File: config.mk
export PLATFORM = sky130hd
export DESIGN_NAME = pipe_stage_reg
export DESIGN_NICKNAME = d
export VERILOG_FILES = /design/src/rtl/pipe_stage_pkg.sv /design/src/rtl/pipe_stage_reg_sat_counter.sv /design/src/rtl/pipe_stage_reg.sv
export SDC_FILE = /design/constraint.sdc
export NUM_CORES = 1
export LEC_CHECK = 0
export ABC_AREA = 1
export CORE_MARGIN = 5
export CORE_UTILIZATION = 47
export DETAILED_ROUTE_END_ITERATION = 8
export PLACE_DENSITY = 0.77
export REMOVE_ABC_BUFFERS = 1
export SYNTH_ARGS = -nofsm -noshare
export SYNTH_HDL_FRONTEND = slang
export SYNTH_HIERARCHICAL = 1
export SYNTH_SLANG_ARGS = --single-unit
File: constraint.sdc
create_clock -name CLK -period 1.3 [get_ports CLK]
set_input_delay 0.195 -clock CLK [delete_from_list [all_inputs] [get_ports CLK]]
set_output_delay 0.195 -clock CLK [all_outputs]
set_load 0.01 [all_outputs]
File: src/rtl/pipe_stage_pkg.sv
// Shared types for the elastic pipeline-stage register: FSM state encoding and the
// per-boundary payload structs that parent datapaths pack into the opaque payload.
package pipe_stage_pkg;

    typedef enum logic [1:0] {
        EMPTY = 2'd0,
        ONE   = 2'd1,
        TWO   = 2'd2
    } pipe_state_t;

    localparam logic [31:0] INSTR_NOP = 32'h0000_0013;

    typedef struct packed {
        logic [31:0] pc;
        logic [31:0] instr;
    } if_id_payload_t;

    typedef struct packed {
        logic [31:0] pc;
        logic [4:0]  rd;
        logic        reg_wr;
        logic        mem_rd;
        logic        mem_wr;
        logic [3:0]  alu_op;
        logic [31:0] op_a;
        logic [31:0] op_b;
    } id_ex_payload_t;

    typedef struct packed {
        logic [4:0]  rd;
        logic        reg_wr;
        logic        mem_rd;
        logic        mem_wr;
        logic [31:0] alu_res;
        logic [31:0] st_data;
    } ex_mem_payload_t;

    typedef struct packed {
        logic [4:0]  rd;
        logic        reg_wr;
        logic [31:0] wb_data;
    } mem_wb_payload_t;

    localparam int unsigned IF_ID_W  = $bits(if_id_payload_t);
    localparam int unsigned ID_EX_W  = $bits(id_ex_payload_t);
    localparam int unsigned EX_MEM_W = $bits(ex_mem_payload_t);
    localparam int unsigned MEM_WB_W = $bits(mem_wb_payload_t);

    // Bubble encodings: every write enable low so a flushed slot has no side effects.
    localparam if_id_payload_t IF_ID_NOP = '{
        pc:    32'h0,
        instr: INSTR_NOP
    };

    localparam id_ex_payload_t ID_EX_NOP = '{
        pc:     32'h0,
        rd:     5'd0,
        reg_wr: 1'b0,
        mem_rd: 1'b0,
        mem_wr: 1'b0,
        alu_op: 4'd0,
        op_a:   32'h0,
        op_b:   32'h0
    };

    localparam ex_mem_payload_t EX_MEM_NOP = '{
        rd:      5'd0,
        reg_wr:  1'b0,
        mem_rd:  1'b0,
        mem_wr:  1'b0,
        alu_res: 32'h0,
        st_data: 32'h0
    };

    localparam mem_wb_payload_t MEM_WB_NOP = '{
        rd:      5'd0,
        reg_wr:  1'b0,
        wb_data: 32'h0
    };

    function automatic logic state_holds_data(input pipe_state_t st);
        return st != EMPTY;
    endfunction

endpackage

File: src/rtl/pipe_stage_reg_sat_counter.sv
// Saturating up-counter with synchronous clear; clear wins over increment.
module sat_counter #(
    parameter int unsigned W = 16
) (
    input  logic         CLK,
    input  logic         clr,
    input  logic         inc,
    output logic [W-1:0] cnt
);

    logic [W-1:0] cnt_q, cnt_d;

    always_comb begin
        cnt_d = cnt_q;
        if (inc && (cnt_q != {W{1'b1}})) begin
            cnt_d = cnt_q + W'(1);
        end
    end

    always_ff @(posedge CLK) begin
        if (clr) begin
            cnt_q <= '0;
        end else begin
            cnt_q <= cnt_d;
        end
    end

    assign cnt = cnt_q;

endmodule

File: src/rtl/pipe_stage_reg.sv
// Elastic valid/ready pipeline-stage register with flush-to-bubble, optional skid slot
// and saturating stall/flush counters.
module pipe_stage_reg
    import pipe_stage_pkg::*;
#(
    parameter int unsigned       DATA_W    = 32,
    parameter logic [DATA_W-1:0] FLUSH_VAL = '0,
    parameter int unsigned       SKID      = 1,
    parameter int unsigned       CNT_W     = 16
) (
    input  logic              CLK,
    input  logic              RST,
    input  logic              in_valid,
    output logic              in_ready,
    input  logic [DATA_W-1:0] in_data,
    output logic              out_valid,
    input  logic              out_ready,
    output logic [DATA_W-1:0] out_data,
    input  logic              flush,
    output logic [CNT_W-1:0]  stall_cnt,
    output logic [CNT_W-1:0]  flush_cnt
);

    pipe_state_t       state_q, state_d;
    logic [DATA_W-1:0] main_q, main_d;
    logic [DATA_W-1:0] skid_q, skid_d;
    logic              valid_q, valid_d;
    logic              in_xfer, out_xfer;
    logic              stall_inc;

    assign in_xfer  = in_valid & in_ready;
    assign out_xfer = valid_q & out_ready;

    // Without a skid slot, ONE+input only happens alongside an output transfer, so TWO
    // is unreachable and the same next-state logic serves both configurations.
    always_comb begin
        state_d = state_q;
        main_d  = main_q;
        skid_d  = skid_q;
        if (flush) begin
            state_d = EMPTY;
            main_d  = FLUSH_VAL;
        end else begin
            unique case (state_q)
                EMPTY: begin
                    if (in_xfer) begin
                        state_d = ONE;
                        main_d  = in_data;
                    end
                end
                ONE: begin
                    if (in_xfer && out_xfer) begin
                        main_d = in_data;
                    end else if (in_xfer) begin
                        state_d = TWO;
                        skid_d  = in_data;
                    end else if (out_xfer) begin
                        state_d = EMPTY;
                    end
                end
                TWO: begin
                    if (out_xfer) begin
                        state_d = ONE;
                        main_d  = skid_q;
                    end
                end
                default: begin
                    state_d = EMPTY;
                end
            endcase
        end
        valid_d = state_holds_data(state_d);
    end

    always_ff @(posedge CLK) begin
        if (RST) begin
            state_q <= EMPTY;
            main_q  <= FLUSH_VAL;
            skid_q  <= FLUSH_VAL;
            valid_q <= 1'b0;
        end else begin
            state_q <= state_d;
            main_q  <= main_d;
            skid_q  <= skid_d;
            valid_q <= valid_d;
        end
    end

    generate
        if (SKID != 0) begin : g_skid
            // Registered ready breaks the combinational out_ready -> in_ready path.
            logic rdy_q;

            always_ff @(posedge CLK) begin
                if (RST) begin
                    rdy_q <= 1'b1;
                end else begin
                    rdy_q <= (state_d != TWO);
                end
            end

            assign in_ready = rdy_q;
        end else begin : g_noskid
            assign in_ready = out_ready | ~valid_q;
        end
    endgenerate

    assign out_valid = valid_q;
    assign out_data  = main_q;

    assign stall_inc = valid_q & ~out_ready & ~flush;

    sat_counter #(
        .W(CNT_W)
    ) u_stall_cnt (
        .CLK(CLK),
        .clr(RST),
        .inc(stall_inc),
        .cnt(stall_cnt)
    );

    sat_counter #(
        .W(CNT_W)
    ) u_flush_cnt (
        .CLK(CLK),
        .clr(RST),
        .inc(flush),
        .cnt(flush_cnt)
    );

endmodule

## Yosys cells after proc, flatten, opt, wreduce, memory -nomap -nowiden

Index checks and enable logic that the tools add are counted.

| storage, ports and cells | value |
|---|---|
| word-level logic and storage cells | 44 |
| output and inout bits | 66 |
| flip-flop bits (word level) | 100 |

| operators by class | value |
|---|---|
| muxes and demuxes | 11 |
| reductions and logical operators | 9 |
| bitwise gates (word level) | 7 |
| equality and inequality tests | 8 |
| $add $sub $neg | 2 |

Operator list:

| kind | number |
|---|---|
| two-way mux 32 bit | 3 |
| case mux 32 bit (3 select lines) | 1 |
| adder 16 x 1 -> 16 bit (second input constant) | 2 |
| inequality test 16 bit (second input constant) | 2 |
| two-way mux 2 bit | 6 |
| inequality test 2 bit (second input constant) | 4 |
| AND reduction 4 bit | 2 |
| case mux 2 bit (3 select lines) | 1 |
| bitwise AND 1 bit | 4 |
| logical AND 1 bit | 3 |
| inverter 1 bit | 3 |
| nonzero test 3 bit | 1 |
| == test 2 x 1 -> 1 bit (second input constant) | 1 |
| == test 2 bit (second input constant) | 1 |
| zero test 2 bit | 1 |
| nonzero test 2 bit | 1 |
| OR reduction 2 bit | 1 |

## Longest topological paths before layout

Gate-level depths: netlist of the first run.

| depth | value |
|---|---|
| depth in word-level cells | 7 |
| gate-level depth with buffers | 11 |

## Modules after synthesis

The synthesis of the first run kept the hierarchy.

By module, submodules not included:

| module | cells each | seq. area each (µm²) | times used | area an instance (µm²) |
|---|---|---|---|---|
| pipe_stage_reg | 491 | 1361.3 | 1 | 3304.4 |
| sat_counter | 149 | 320.3 | 2 | 929.6 |

## Least setup slack after synthesis of the first run

OpenSTA, ideal clock, no wires.

| timing | value |
|---|---|
| path type | register -> register |
| start point | register u_flush_cnt.cnt_q[0], in the netlist u_flush_cnt/cnt[0] |
| end point | register u_flush_cnt.cnt_q[0], in the netlist u_flush_cnt/cnt[0] |
| stages on the path, launching flop included | 9 |
| period minus slack after synthesis | 1.391 ns |
| arrival | 1.278 ns |
| library setup time | 0.113 ns |
| slack | -0.091 ns |
| data required time | 1.187 ns |
| buffers on the path | 0 |
| path through | dfxtp_1 > ha_1 > inv_1 > nor2_2 > nand2_2 > nor2_8 > nor2_4 > nor2_1 > nor2_1 |

| on the way | value |
|---|---|
| longest elaborated chain between the ends | 2 |
| elaborated cells on any way between the ends | 3 |

Ends and longest elaborated chain:

| element | RTL line | source |
|---|---|---|
| from (decl) | pipe_stage_reg_sat_counter.sv:11 | `logic [W-1:0] cnt_q, cnt_d;` |
| from (signal assigned) | pipe_stage_reg_sat_counter.sv:24 | `cnt_q <= cnt_d;` |
| branches (longest 2 deep; another with adder 16 x 1 -> 16 bit) | -- |  |

Several ways; the timed one is not identified.
A chain may end at the register's enable or synchronous reset.

## Worst setup path after layout of the first run

| timing | value |
|---|---|
| start point | register u_flush_cnt.cnt_q[1], in the netlist u_flush_cnt/cnt[1] |
| end point | register u_flush_cnt.cnt_q[1], in the netlist u_flush_cnt/cnt[1] |

The elaborated chain is that of the path after synthesis.

==> results of run 1 <==
## metrics by stage
stage	cells	util	total power [mW]	hold slack [ns]	area (µm²)
after floorplan	753	-	3.68	0.413	4950
after global placement	1072	0.634	4.13	0.462	6840
after detailed placement	1072	0.634	4.14	0.470	6840
after CTS	1100	0.678	6.31	0.489	7310
after global routing	1107	0.711	6.62	0.507	7670
final	1107	0.711	6.37	0.478	7670
## cell type report
cell class                      instances  area, µm²  area share
Timing Repair Buffer                  198       1920       0.250
Multi-Input combinational cell        617       3170       0.413
Tap cell                              140        175      0.0228
Sequential cell                       100       2050       0.267
Inverter                               36        145      0.0189
Clock inverter                          7       90.1      0.0117
Clock buffer                            9        124      0.0161
## cells by family (layout without fill, tap and decap cells)
kind of cell	after synthesis	count (layout)	share of synthesized area
AO/OA/AOI/OAI	39	39	0.0378
adder cells (fa/ha/maj)	2	2	0.00485
buffers and inverters	72	250	0.0678
flip-flops	100	100	0.388
AND/OR/NAND/NOR	576	576	0.502
## what timing repair did
action | CTS | global route
pin swaps | 21 | 46
gates resized for setup | 148 | 107
buffers inserted | 10 | 4
endpoints found under the setup margin | 128 | 109
cloned | 3 | 5
hold buffers | 0 | 0
## metal layers
metal / global-route usage / vias up / wire, µm
met5: 0 / - / 0
met4: 0.0548 / 0 / 214
met3: 0.0305 / 20 / 976
met2: 0.378 / 211 / 8160
met1: 0.278 / 2659 / 6650
li1: - / 2815 / -
## registers in the layout (all words and copies together), names as in the netlist
| signal | count |
|---|---|
| in_ready | 1 |
| out_data | 32 |
| skid_q | 32 |
| u_flush_cnt/cnt | 16 |
| state_q | 2 |
| out_valid | 1 |
| u_stall_cnt/cnt | 16 |
## power by group through the flow
stage | clock [mW] | sequential, mW | combinational, mW
after floorplan | 0 | 3.28 | 0.396
after global placement | 0 | 3.25 | 0.874
after detailed placement | 0 | 3.26 | 0.883
after CTS | 2.22 | 3.19 | 0.896
after global routing | 2.35 | 3.20 | 1.07
final | 2.21 | 3.19 | 0.978
## worst max-delay path by stage
| stage | depth (start not counted) | endpoint | startpoint | slack [ns] |
|---|---|---|---|---|
| finish | 8 | u_flush_cnt/cnt[1]$_SDFFE_PP0P_ | u_flush_cnt/cnt[1]$_SDFFE_PP0P_ | -0.10 |
| detailed placement | 11 | u_stall_cnt/cnt[13]$_SDFFE_PP0P_ | flush | -0.44 |
| floorplan | 7 | out_data[10]$_SDFFE_PP0P_ | state_q[1]$_SDFF_PP0_ | -0.75 |
| global placement | 11 | u_stall_cnt/cnt[13]$_SDFFE_PP0P_ | flush | -0.43 |
| global route | 9 | u_flush_cnt/cnt[1]$_SDFFE_PP0P_ | u_flush_cnt/cnt[1]$_SDFFE_PP0P_ | -0.20 |
| CTS | 9 | u_flush_cnt/cnt[3]$_SDFFE_PP0P_ | u_flush_cnt/cnt[0]$_SDFFE_PP0P_ | -0.02 |
## cells in the final DEF (no fill, tap or decap), drive strengths merged, types with 6 or more instances in the layout
cell	n
nand2	268
nor2	207
dfxtp	100
buf	93
nand3b	56
dlygate4sd2	42
inv	40
a21oi	38
clkdlybuf4s50	35
nand3	35
clkbuf	26
clkdlybuf4s15	10
nand4	6
## worst max-delay path, stage by stage, from the launching register on
cell and delay (ns):
dfxtp_2 0.37, ha_4 0.14, inv_2 0.05, nor2_4 0.16
nand2_4 0.10, nor2_8 0.22, nor2_4 0.08, nor2_1 0.11
nor2_1 0.06
==> run metrics, run 1 <==
RSZ-0062 raised after global routing true; share of the yosys chip area belonging to registers 0.388; vias 5705; Synth Flop Type dfxtp_1; RR Startpoint u_flush_cnt/cnt[1]$_SDFFE_PP0P_; top cells by area, synth dfxtp_1 (39%), nand2_1 (19%), nor2_1 (13%); WHS Endpoint skid_q[26]$_SDFFE_PP0P_; clk slew on worst S/H paths 0.11 ns; final setup margin -0.104 ns; outcome finished, violations left; Post-route DRC 0; router iterations before antenna repair 5; share of flip-flops with an asynchronous set or reset 0; number of synthesized flops with an enable pin 0; Sw Pwr 1.81 mW; layout cells sized above 1 0.275; leakage power 3.58 nW; FF-to-FF path depth 8; largest area contributor in the synthesized netlist dfxtp_1; max-slew violation count 0; total CTS buffers 9; CP startpoint kind flip-flop; most common cell in the netlist nand2_1; CTS Root Cell clkbuf_8; largest net degree at the start of global routing 37; PD cells 830 nW/µm²; fmax 712 MHz; CP Class reg -> reg; Combinational Power Share 0.153; Hold Startpoint skid_q[26]$_SDFFE_PP0P_; first-pass GRT wire length 23600 µm; Fillers 866; dpl hpwl 9130 µm; Die H 115 µm; switching share of total power 0.284; Initial Util 0.478; Routed Antenna Nets 0; Post-Route WL 16000 µm; Setup violations, final 32; Peak VDD IR 0.778 mV; relative slew slack 0.809; Seq pwr share 0.501; Fin. Hold Viols 0; post-place setup slack -0.444 ns; crit path time final 1.40 ns; Clock Skews 0.0146 ns; clock share of power 0.346; H-tree level count 3; Hold Path Class reg -> reg; worst reg2reg setup slack -0.10 ns; Layout Nets 1001; # clock sinks 100; critical path arrival 1.66 ns; Final TNS setup -1.42 ns; ANT cells 0; Synth top area share 0.388; max_cap viols 0; Vias/cell 5.15; worst endpoint required time 1.56 ns; CTS tree done; Yosys reg bits 100; synth warn 6; WL per Instance 14.5 µm; gr usage total 0.215; Crit Path Max Fanout 7; Rows 38; core region area 10800 µm²; vias in the first global route 5134; grt total ovfl 0; initial antenna violation count 0; Clock Latency Late Sink 0.37 ns; failing checks negative setup slack; top cells by count, synth nand2_1 (260), nor2_1 (177), dfxtp_1 (100), nand3b_1 (56), a21oi_1 (38); Layout area overhead 48.6%; WHS Path Cells 2; cells after synthesis 789; Yosys cell types 23; Int Pwr 4.57 mW; Max Root-Sink Buffers 2; die area 13200 µm²; Syn Area/Cell 6.54 µm²; Mapped Area 5160 µm²; CP endpoint kind flip-flop; port bufs 102; DR iter-0 viols 413; GP Congestion 0.857; number of top-level pins 103; Slew @ Worst Pin 0.285 ns; die span in x 115 µm; worst r2r dst u_flush_cnt/cnt[1]$_SDFFE_PP0P_; period utilization 1.08
Power figures use the tool's default switching activity.
==> run 2: changes to the inputs <==
--- a/config.mk
+++ b/config.mk
@@ -6,12 +6,12 @@
 export NUM_CORES = 1
 export LEC_CHECK = 0
 export ABC_AREA = 1
+export CORE_ASPECT_RATIO = 2
 export CORE_MARGIN = 5
-export CORE_UTILIZATION = 47
+export CORE_UTILIZATION = 45
 export DETAILED_ROUTE_END_ITERATION = 8
-export PLACE_DENSITY = 0.77
+export PLACE_DENSITY = 0.76
 export REMOVE_ABC_BUFFERS = 1
 export SYNTH_ARGS = -nofsm -noshare
 export SYNTH_HDL_FRONTEND = slang
-export SYNTH_HIERARCHICAL = 1
 export SYNTH_SLANG_ARGS = --single-unit
==> run metrics, run 2 <==
max-slew violation count 0; ANT cells 0; relative slew slack 0.815; Yosys reg bits 100; die area 12300 µm²; Clock Skews 0.00825 ns; critical path arrival 1.63 ns; crit path time final 1.39 ns; Mapped Area 4520 µm²; commonest cells after routing, fill and taps aside nand2_1 (142), dfxtp_1 (78), buf_4 (68), nor2_1 (65), dlygate4sd2_1 (40); Max Root-Sink Buffers 2; Layout Nets 864; most common cell after layout, fill and taps aside nand2_1; Fillers 647; gr usage total 0.235; Synth Flop Type dfxtp_1; CP endpoint kind flip-flop; H-tree level count 3; Crit Path Max Fanout 8; register area 2030 µm²; share of the yosys chip area belonging to registers 0.443; Slew @ Worst Pin 0.276 ns; WL per Instance 17.3 µm; initial antenna violation count 0; Die H 152 µm; Hold Path Class in -> reg; share of flip-flops with an asynchronous set or reset 0; cell family contributing the most delay on the critical path simple AND/OR/NAND/NOR gates; largest net degree at the start of global routing 37; Vias/cell 5.46; DR iter-0 viols 298; Synth top area share 0.443; first-pass GRT wire length 22700 µm; Seq pwr share 0.455; GP Congestion 0.876; PD cells 925 nW/µm²; number of synthesized flops with an enable pin 0; # clock sinks 100; Setup violations, final 61; largest area contributor in the synthesized netlist dfxtp_1; final setup margin -0.0874 ns; CTS Root Cell clkbuf_16; failing checks negative setup slack; router iterations before antenna repair 6; vias in the first global route 5081; layout cells sized above 1 0.388; Cell Chain, Critical Path nand2_1 -> nor2_2 -> nand2_2 -> nor2_4 -> nor2_4 -> buf_12 -> a21oi_2 -> nor2_1; Rows 51; port bufs 102; multi-input logic area 2840 µm²; max_cap viols 0; total CTS buffers 9; die span in x 80.9 µm; WHS Path Cells 3; switching share of total power 0.247; Worst Setup SP u_flush_cnt.cnt[9]$_SDFFE_PP0P_; RR Startpoint u_flush_cnt.cnt[9]$_SDFFE_PP0P_; period utilization 1.07; core region area 9760 µm²; fmax 721 MHz; Worst Path Buf+Inv 1; hold_buf cts 0; Yosys cell types 29; top cells by count, synth nand2_1 (176), nor2_1 (101), dfxtp_1 (100), o21ai_0 (59), inv_1 (33); synth warn 0; CP max stage delay 0.36 ns; vias 5250; Hold Startpoint out_ready; top cells by area, synth dfxtp_1 (44%), nand2_1 (15%), nor2_1 (8.4%); minimum hold slack 0.304 ns; most common cell in the netlist nand2_1; dpl hpwl 9440 µm; Sw Pwr 1.73 mW; worst reg2reg setup slack -0.09 ns; Fin. Hold Viols 0; CP Class reg -> reg; clk slew on worst S/H paths 0.07 ns; Peak VDD IR 0.835 mV; Initial Util 0.463; worst r2r dst u_flush_cnt.cnt[15]$_SDFFE_PP0P_; leakage power 3.22 nW; Layout area overhead 67.9%; Combinational Power Share 0.135; outcome finished, violations left; Crit-path slowest cell dfxtp_2; Core Util, Final 0.778; worst endpoint required time 1.54 ns; Clock Latency Late Sink 0.34 ns; Post-Route WL 16700 µm; CP dominant cell by count nor2_4; CP startpoint kind flip-flop; Routed Antenna Nets 0; Post-route DRC 0; grt total ovfl 0; clock share of power 0.410; WHS Endpoint in_ready$_SDFF_PP1_; RSZ-0062 raised after global routing true; FF-to-FF path depth 8; CTS tree done; number of top-level pins 103; Int Pwr 5.29 mW; Syn Area/Cell 7.09 µm²; cells after synthesis 638
[run 2: cell count changes after synthesis, moves of 7 or more]
cell / previous run / this run
nor2_1: 177 / 101
xor2_1: 0 / 7
a21oi_1: 38 / 26
a31oi_1: 0 / 23
nor2_2: 22 / 6
nand2_1: 260 / 176
o21ai_0: 0 / 59
a21oi_2: 0 / 10
nand3b_1: 56 / 0
nand3_1: 35 / 26
[run 2: power by group through the flow]
stage / combinational [mW] / sequential, mW / clock (mW)
2_1_floorplan: 0.234 / 3.28 / 0
3_3_place_gp: 0.666 / 3.25 / 0
3_5_place_dp: 0.682 / 3.25 / 0
4_1_cts: 0.727 / 3.19 / 2.90
5_1_grt: 1.00 / 3.20 / 3.05
6_report: 0.945 / 3.20 / 2.88
[run 2: per-layer routing]
layer  track usage  share of wire  up-vias
met1         0.246           0.35     2519
met5             0              0        -
met4         0.118          0.040        0
met3        0.0479          0.049       55
met2         0.432           0.56      214
li1              -              -     2462
[run 2: cell type report]
class,count,share of cell area
clock inverter,7,0.0120
inverter,35,0.0196
sequential,100,0.268
clock buffer,9,0.0297
tap,132,0.0217
timing repair buffer,208,0.275
multi-input combinational,471,0.374
[run 2: worst max path at each step]
| stage | endpoint | slack (ns) | depth (start not counted) |
|---|---|---|---|
| after CTS | u_stall_cnt.cnt[15]$_SDFFE_PP0P_ | -0.06 | 8 |
| final | u_flush_cnt.cnt[15]$_SDFFE_PP0P_ | -0.09 | 8 |
| after global placement | u_flush_cnt.cnt[13]$_SDFFE_PP0P_ | -0.34 | 7 |
| after detailed placement | skid_q[5]$_SDFFE_PP0P_ | -0.38 | 8 |
| after global routing | u_flush_cnt.cnt[0]$_SDFFE_PP0P_ | -0.20 | 9 |
| after floorplan | out_data[11]$_SDFFE_PP0P_ | -1.45 | 7 |
[run 2: logic make-up after synthesis]
group,after synthesis,synth area share
simple gates,328,0.295
compound gates,128,0.164
flops,100,0.443
buf+inv,67,0.0672
xor+xnor,13,0.0252
fa+ha+maj,2,0.00553
[run 2: per-stage QoR]
step | total power, mW | std cells | area [µm²] | setup TNS, ns | worst slack (ns)
2_1_floorplan | 3.51 | 606 | 4350 | -78.68 | -1.45
3_3_place_gp | 3.92 | 916 | 6190 | -25.98 | -0.341
3_5_place_dp | 3.94 | 916 | 6190 | -29.98 | -0.382
4_1_cts | 6.81 | 942 | 6830 | -0.653 | -0.0572
5_1_grt | 7.26 | 962 | 7590 | -7.30 | -0.198
6_report | 7.02 | 962 | 7590 | -2.65 | -0.0874
[run 2: repair_timing]
action	CTS	global route
endpoints found under the hold margin	0	0
gates cloned	1	14
setup endpoints to repair	126	123
gates resized for setup	162	213
buffers inserted	9	8
pin swaps	25	44
[run 2: worst register-to-register path, delay by kind of cell (launching register included)]
kind | cells | cell delay, ns
AOI/OAI and AO/OA | 1 | 0.13
DFF | 1 | 0.36
buffers and inverters | 1 | 0.14
and+or+nand+nor | 6 | 0.65
==> run 3: changes to the inputs <==
--- a/config.mk
+++ b/config.mk
@@ -6,6 +6,7 @@
 export NUM_CORES = 1
 export LEC_CHECK = 0
 export ABC_AREA = 1
+export CAP_MARGIN = 15
 export CORE_ASPECT_RATIO = 2
 export CORE_MARGIN = 5
 export CORE_UTILIZATION = 45
==> results of run 3 <==
The final DEF is identical to that of run 2; final timing and power are the same.
